**src/rtl/pic_bus_master.sv**
```systemverilog
// CPU-side initiator for an 8259-style PIC bus: turns valid/ready requests into timed
// CS_n/RD_n/WR_n/A0 cycles and runs the two-pulse INTA sequence to fetch the vector byte.
module pic_bus_master #(
  parameter int unsigned SETUP_CYC = 1,
  parameter int unsigned PULSE_CYC = 3,
  parameter int unsigned HOLD_CYC  = 1,
  parameter int unsigned INTA_GAP  = 2
) (
  input  logic       clk,
  input  logic       rst,
  input  logic       req_valid,
  output logic       req_ready,
  input  logic       req_rd,
  input  logic       req_a0,
  input  logic [7:0] req_wdata,
  output logic       rsp_valid,
  output logic [7:0] rsp_rdata,
  input  logic       int_req,
  input  logic       ack_en,
  output logic       vec_valid,
  output logic [7:0] vec_data,
  output logic       busy,
  output logic       cs_n,
  output logic       rd_n,
  output logic       wr_n,
  output logic       inta_n,
  output logic       a0,
  output logic [7:0] d_out,
  output logic       d_oe,
  input  logic [7:0] d_in
);

  typedef enum logic [2:0] {
    S_IDLE, S_SETUP, S_STROBE, S_HOLD, S_INTA1, S_GAP, S_INTA2, S_IHOLD
  } state_t;

  localparam logic [7:0] SETUP_LD = 8'(SETUP_CYC - 1);
  localparam logic [7:0] PULSE_LD = 8'(PULSE_CYC - 1);
  localparam logic [7:0] HOLD_LD  = 8'(HOLD_CYC - 1);
  localparam logic [7:0] GAP_LD   = 8'(INTA_GAP - 1);

  state_t     state_q, state_d;
  logic [7:0] cnt_q, cnt_d;
  logic       rd_q, rd_d;
  logic       inta_pending, accept, last;
  logic       frame_d;

  assign inta_pending = int_req && ack_en;
  assign req_ready    = (state_q == S_IDLE) && !rst && !inta_pending;
  assign busy         = (state_q != S_IDLE);
  assign accept       = req_valid && req_ready;
  assign last         = (cnt_q == 8'd0);

  // NOTE: every variable gets a default before the case so no path leaves it unassigned (no latches).
  always_comb begin
    state_d = state_q;
    cnt_d   = last ? cnt_q : cnt_q - 8'd1;
    rd_d    = accept ? req_rd : rd_q;
    case (state_q)
      S_IDLE: begin
        if (inta_pending) begin
          state_d = S_INTA1;
          cnt_d   = PULSE_LD;
        end else if (req_valid) begin
          state_d = S_SETUP;
          cnt_d   = SETUP_LD;
        end
      end
      S_SETUP:  if (last) begin state_d = S_STROBE; cnt_d = PULSE_LD; end
      S_STROBE: if (last) begin state_d = S_HOLD;   cnt_d = HOLD_LD;  end
      S_HOLD:   if (last) state_d = S_IDLE;
      S_INTA1:  if (last) begin state_d = S_GAP;    cnt_d = GAP_LD;   end
      S_GAP:    if (last) begin state_d = S_INTA2;  cnt_d = PULSE_LD; end
      S_INTA2:  if (last) begin state_d = S_IHOLD;  cnt_d = HOLD_LD;  end
      S_IHOLD:  if (last) state_d = S_IDLE;
      default:  state_d = S_IDLE;
    endcase
  end

  // Strobes are registered from the next state so they line up exactly with the state register.
  assign frame_d = (state_d == S_SETUP) || (state_d == S_STROBE) || (state_d == S_HOLD);

  // NOTE: sequential state uses non-blocking assignments so all registers update from pre-edge values.
  always_ff @(posedge clk) begin
    if (rst) begin
      state_q   <= S_IDLE;
      cnt_q     <= 8'd0;
      rd_q      <= 1'b0;
      cs_n      <= 1'b1;
      rd_n      <= 1'b1;
      wr_n      <= 1'b1;
      inta_n    <= 1'b1;
      a0        <= 1'b0;
      d_out     <= 8'd0;
      d_oe      <= 1'b0;
      rsp_valid <= 1'b0;
      rsp_rdata <= 8'd0;
      vec_valid <= 1'b0;
      vec_data  <= 8'd0;
    end else begin
      state_q   <= state_d;
      cnt_q     <= cnt_d;
      rd_q      <= rd_d;
      cs_n      <= !frame_d;
      rd_n      <= !((state_d == S_STROBE) && rd_d);
      wr_n      <= !((state_d == S_STROBE) && !rd_d);
      inta_n    <= !((state_d == S_INTA1) || (state_d == S_INTA2));
      d_oe      <= frame_d && !rd_d;
      if (accept) begin
        a0    <= req_a0;
        d_out <= req_wdata;
      end
      rsp_valid <= (state_q == S_STROBE) && last && rd_q;
      if ((state_q == S_STROBE) && last && rd_q) rsp_rdata <= d_in;
      vec_valid <= (state_q == S_INTA2) && last;
      if ((state_q == S_INTA2) && last) vec_data <= d_in;
    end
  end

endmodule
```
**config.mk**
```make
export PLATFORM = sky130hd
export DESIGN_NAME = pic_bus_master
export DESIGN_NICKNAME = d
export VERILOG_FILES = /design/src/rtl/pic_bus_master.sv
export SDC_FILE = /design/constraint.sdc
export NUM_CORES = 1
export LEC_CHECK = 0
export CAP_MARGIN = 20
export CORE_MARGIN = 2
export CORE_UTILIZATION = 35
export CTS_CLUSTER_DIAMETER = 50
export DETAILED_ROUTE_END_ITERATION = 7
export MAX_ROUTING_LAYER = met4
export PLACE_DENSITY = 0.72
export SLEW_MARGIN = 20
export SYNTH_ARGS = -nofsm -noshare
export SYNTH_HDL_FRONTEND = slang
export SYNTH_SLANG_ARGS = --single-unit
```
**constraint.sdc**
```tcl
create_clock -name clk -period 2.3 [get_ports clk]
set_clock_uncertainty 0.15 [all_clocks]
set_input_delay 0.46 -clock clk [delete_from_list [all_inputs] [get_ports clk]]
set_output_delay 0.46 -clock clk [all_outputs]
set_load 0.005 [all_outputs]
```
==> metrics.log <==
[metrics] result of the run: finished clean
[metrics] number of placed instances, taps included: 331
[metrics] largest delay contributor family on the critical path: simple AND/OR/NAND/NOR gates
[metrics] cell types occupying the most area after synthesis: sky130_fd_sc_hd__dfxtp_1 48%, sky130_fd_sc_hd__mux2i_1 9.9%, sky130_fd_sc_hd__nor2_1 6.2%
[metrics] via count: 1632
[metrics] total stage count of the critical path: 8
[metrics] worst setup margin: about 0.14 ns
[metrics] internal power component: 1.96 mW
[metrics] register clock-pin slew on the reported worst setup and hold paths: ~0.080 ns
[metrics] net count after synthesis: 227
[metrics] Root Buffer: sky130_fd_sc_hd__clkbuf_8
[metrics] Total Die Area: 5810 um^2
[metrics] Port Buffers: 56
[metrics] DR WL/cell: ~12 um
[metrics] number of CTS-inserted buffers: 5
[metrics] cell count of the worst reg-to-reg path: 8
[metrics] proportion of power drawn by flip-flops and latches: 0.339
[metrics] largest fanout on the critical path: 4
[metrics] quantity of hold-fixing buffers added after cts: 0
[metrics] via count of the first global-routing pass: 1529
[metrics] final max-slew violation count: 0
[metrics] crit path DAT: 2.24 ns
[metrics] area inside the core boundary: between 5000 and 6000 um^2
[metrics] Cell Chain, Critical Path: inv_2 > ha_1 > nor3b_4 > and2_4 > inv_6 > ha_1 > or4_1 > a21oi_1
[metrics] Seq cells post-synth: 44
[metrics] effective utilization at floorplan: 0.360
[metrics] dpl ws: -0.0208 ns
[metrics] warning count from the yosys run: 0
[metrics] largest net degree at the start of global routing: 23
[metrics] number of cells in the finished layout apart from fillers: roughly 340
[metrics] clock power share: 0.191
[metrics] worst reg2reg setup slack: 0.14 ns
[metrics] part of the Yosys area used for sequential elements: 0.482
[metrics] Slew @ Worst Pin: 0.411 ns
[metrics] most used routing layer in global routing: met2
[metrics] classification of the worst-slack hold path: flop to flop
[metrics] worst reg2reg path startpoint: cnt_q[0]
[metrics] GRT Residual Overflow: 0
[metrics] kind of end point of the critical path: flop
[metrics] antenna violations before repair: 0
[metrics] TritonCTS clock tree: yes
[metrics] slowest stage cell on the critical path: sky130_fd_sc_hd__or4_1
[metrics] area leader, netlist: sky130_fd_sc_hd__dfxtp_1
[metrics] synthesized instance count: 200
[metrics] number of sinks on the clock net: 44
[metrics] Syn-to-layout area delta: 45.5%
[metrics] met2 usage: 0.230
[metrics] quantity of gates resized following cts: 1
[metrics] Chip Height: around 76 um
[metrics] Detailed Route WL: 4.06 mm
[metrics] Row Count: 26
[metrics] buffer and inverter count on the worst path: 2
[metrics] count of boundary I/O pins: 57
[metrics] total of max-cap violations: 0
[metrics] clk_lat worst skew: 0.29 ns
[metrics] type of element launching the critical path: flop
[metrics] Leakage: 1.13 nW
[metrics] count of antenna diodes in the layout: 0
[metrics] worst path required time: 2.38 ns
[metrics] ratio of total power to cell area: 1130 nW/um^2
[metrics] 1st-iter DRT viols: 79
[metrics] area share of the largest cell type after synthesis: 0.482
[metrics] mean number of vias per cell: roughly 4.8
[metrics] remaining antenna violation count: 0
[metrics] fin crit period: around 2.2 ns
[metrics] cell seen most often among critical-path stages: sky130_fd_sc_hd__ha_1
[metrics] setup repair after global routing missed its margin: false
[metrics] share of power burned in combinational logic: 0.470
[metrics] number of search-and-repair iterations in the first detailed-routing pass: 4
[metrics] switching share of power: 0.350
[metrics] Critical path destination: cnt_q[0]
[metrics] total of endpoints with negative setup slack in the final report: 0
[metrics] endpoint of the worst register-to-register path: cnt_q[0]
[metrics] Final Hold Violating Endpoints: 0
[metrics] setup bufs post-CTS: 0
[metrics] net switching power: 1.06 mW
[metrics] commonest register cell after synthesis: sky130_fd_sc_hd__dfxtp_1
[metrics] share of flip-flops with an asynchronous set or reset after synthesis: 0
[metrics] buffer levels on the longest clock path: 2
[metrics] fmax: 0.464 GHz
[metrics] met3 usage in global routing: 0.0450
[metrics] EDFF count, synth: 0
[metrics] first-pass GRT wire length: approximately 6.7 mm
[metrics] synth unique cells: 39
[metrics] average instance area after synthesis: 9.13 um^2
[metrics] combined area of all synthesized cells: 1830 um^2
[metrics] global placement routability congestion: about 0.80
[metrics] global-route met1 utilization: 0.175
[metrics] Final HPWL DP: between 2 and 3 mm
[metrics] DRC violations left: 0
[metrics] classification of the worst setup path: flop to flop
[metrics] # nets final: 295
[metrics] Setup crit start: cnt_q[0]
[metrics] Pwr Total: 3.02 mW
[metrics] Die X-Extent: 76.2 um
[metrics] worst relative slew slack: 0.722
[metrics] ratio of final minimum period to clock period: 0.938
[metrics] ratio of cells with drive above 1 in the final layout: 0.112
[metrics] overall global routing resource usage: 0.146
[metrics] count of H-tree levels built during CTS: 2
[metrics] largest vdd supply drop: 0.470 mV
[metrics] worst slack on hold paths: between 0.3 and 0.4 ns
[metrics] largest stage delay on the critical path: between 0.5 and 0.6 ns
-- worst min path at each step --
stage                        start       end  cells after the start
after floorplan                 a0        a0                      2
after global placement          a0        a0                      2
after detailed placement  d_out[0]  d_out[0]                      2
after CTS                 d_out[0]  d_out[0]                      2
after global routing      d_out[6]  d_out[6]                      2
final                     d_out[0]  d_out[0]                      2
-- power by group through the flow --
stage	clock, mW	combinational [mW]	sequential [mW]
finish	0.575	1.42	1.02
floorplan	0	0.899	1.02
CTS	0.598	1.38	1.02
global placement	0	1.36	1.03
detailed placement	0	1.37	1.03
global route	0.631	1.57	1.04
-- cells in the final DEF, fill, tap and decap left out, drive strengths merged, types with 3 or more instances in the layout --
| cell | instances |
|---|---|
| ha | 4 |
| nor3 | 3 |
| xnor2 | 3 |
| xor2 | 3 |
| inv | 7 |
| dfxtp | 44 |
| mux2i | 18 |
| nor2 | 30 |
| o211ai | 3 |
| nand3 | 5 |
| nand2 | 23 |
| clkdlybuf4s50 | 55 |
| clkbuf | 6 |
| a21oi | 17 |
| buf | 16 |
-- Yosys cell counts, types with 3 or more instances --
| cell type | count |
|---|---|
| sky130_fd_sc_hd__dfxtp_1 | 44 |
| sky130_fd_sc_hd__a21oi_1 | 17 |
| sky130_fd_sc_hd__clkbuf_1 | 7 |
| sky130_fd_sc_hd__xor2_1 | 3 |
| sky130_fd_sc_hd__mux2i_1 | 18 |
| sky130_fd_sc_hd__nand2_1 | 23 |
| sky130_fd_sc_hd__nand3_1 | 5 |
| sky130_fd_sc_hd__ha_1 | 4 |
| sky130_fd_sc_hd__buf_2 | 3 |
| sky130_fd_sc_hd__xnor2_1 | 3 |
| sky130_fd_sc_hd__inv_1 | 6 |
| sky130_fd_sc_hd__o211ai_1 | 3 |
| sky130_fd_sc_hd__nor2_1 | 30 |
-- cell families (layout without fill, tap and decap cells) --
kind of cell,Yosys count,after routing,synth area share
buffers and inverters,18,87,0.0459
adder cells (fa/ha/maj),4,4,0.0274
multiplexers,18,18,0.0986
flip-flops,44,44,0.482
AND/OR/NAND/NOR,80,80,0.218
AO/OA/AOI/OAI,30,30,0.0993
XOR/XNOR,6,6,0.0288
-- metrics by stage --
| stage | util | TNS (ns) | instance area, um^2 |
|---|---|---|---|
| floorplan | - | 0 | 1830 |
| global placement | 0.501 | 0 | 2540 |
| detailed placement | 0.501 | -0.0525 | 2540 |
| CTS | 0.522 | 0 | 2650 |
| global route | 0.524 | 0 | 2660 |
| finish | 0.524 | 0 | 2660 |
-- layer usage --
layer  share of wire  vias up
li1                -      821
met1            0.46      764
met2            0.47       39
met3           0.053        8
met4           0.017        0
met5               0        -
-- worst register-to-register path: stages, from the launching register on --
cell	delay [ns]
sky130_fd_sc_hd__dfxtp_1	0.35
sky130_fd_sc_hd__inv_2	0.09
sky130_fd_sc_hd__ha_1	0.17
sky130_fd_sc_hd__nor3b_4	0.20
sky130_fd_sc_hd__and2_4	0.19
sky130_fd_sc_hd__inv_6	0.03
sky130_fd_sc_hd__ha_1	0.28
sky130_fd_sc_hd__or4_1	0.51
sky130_fd_sc_hd__a21oi_1	0.13
-- layout make-up --
class	instances	area, um^2
clock inverter	2	35.0
multi-input combinational	138	871
clock buffer	6	72.6
inverter	7	31.3
fill	505	2420
sequential	44	881
timing repair buffer	72	679
tap	70	87.6
-- state kept, by name, indices dropped and copies added (netlist names), 3 cells and up --
signal / flops
d_out: 8
state_q: 3
rsp_rdata: 8
vec_data: 8
cnt_q: 8
No activity file was read; power rests on OpenSTA's default activity.
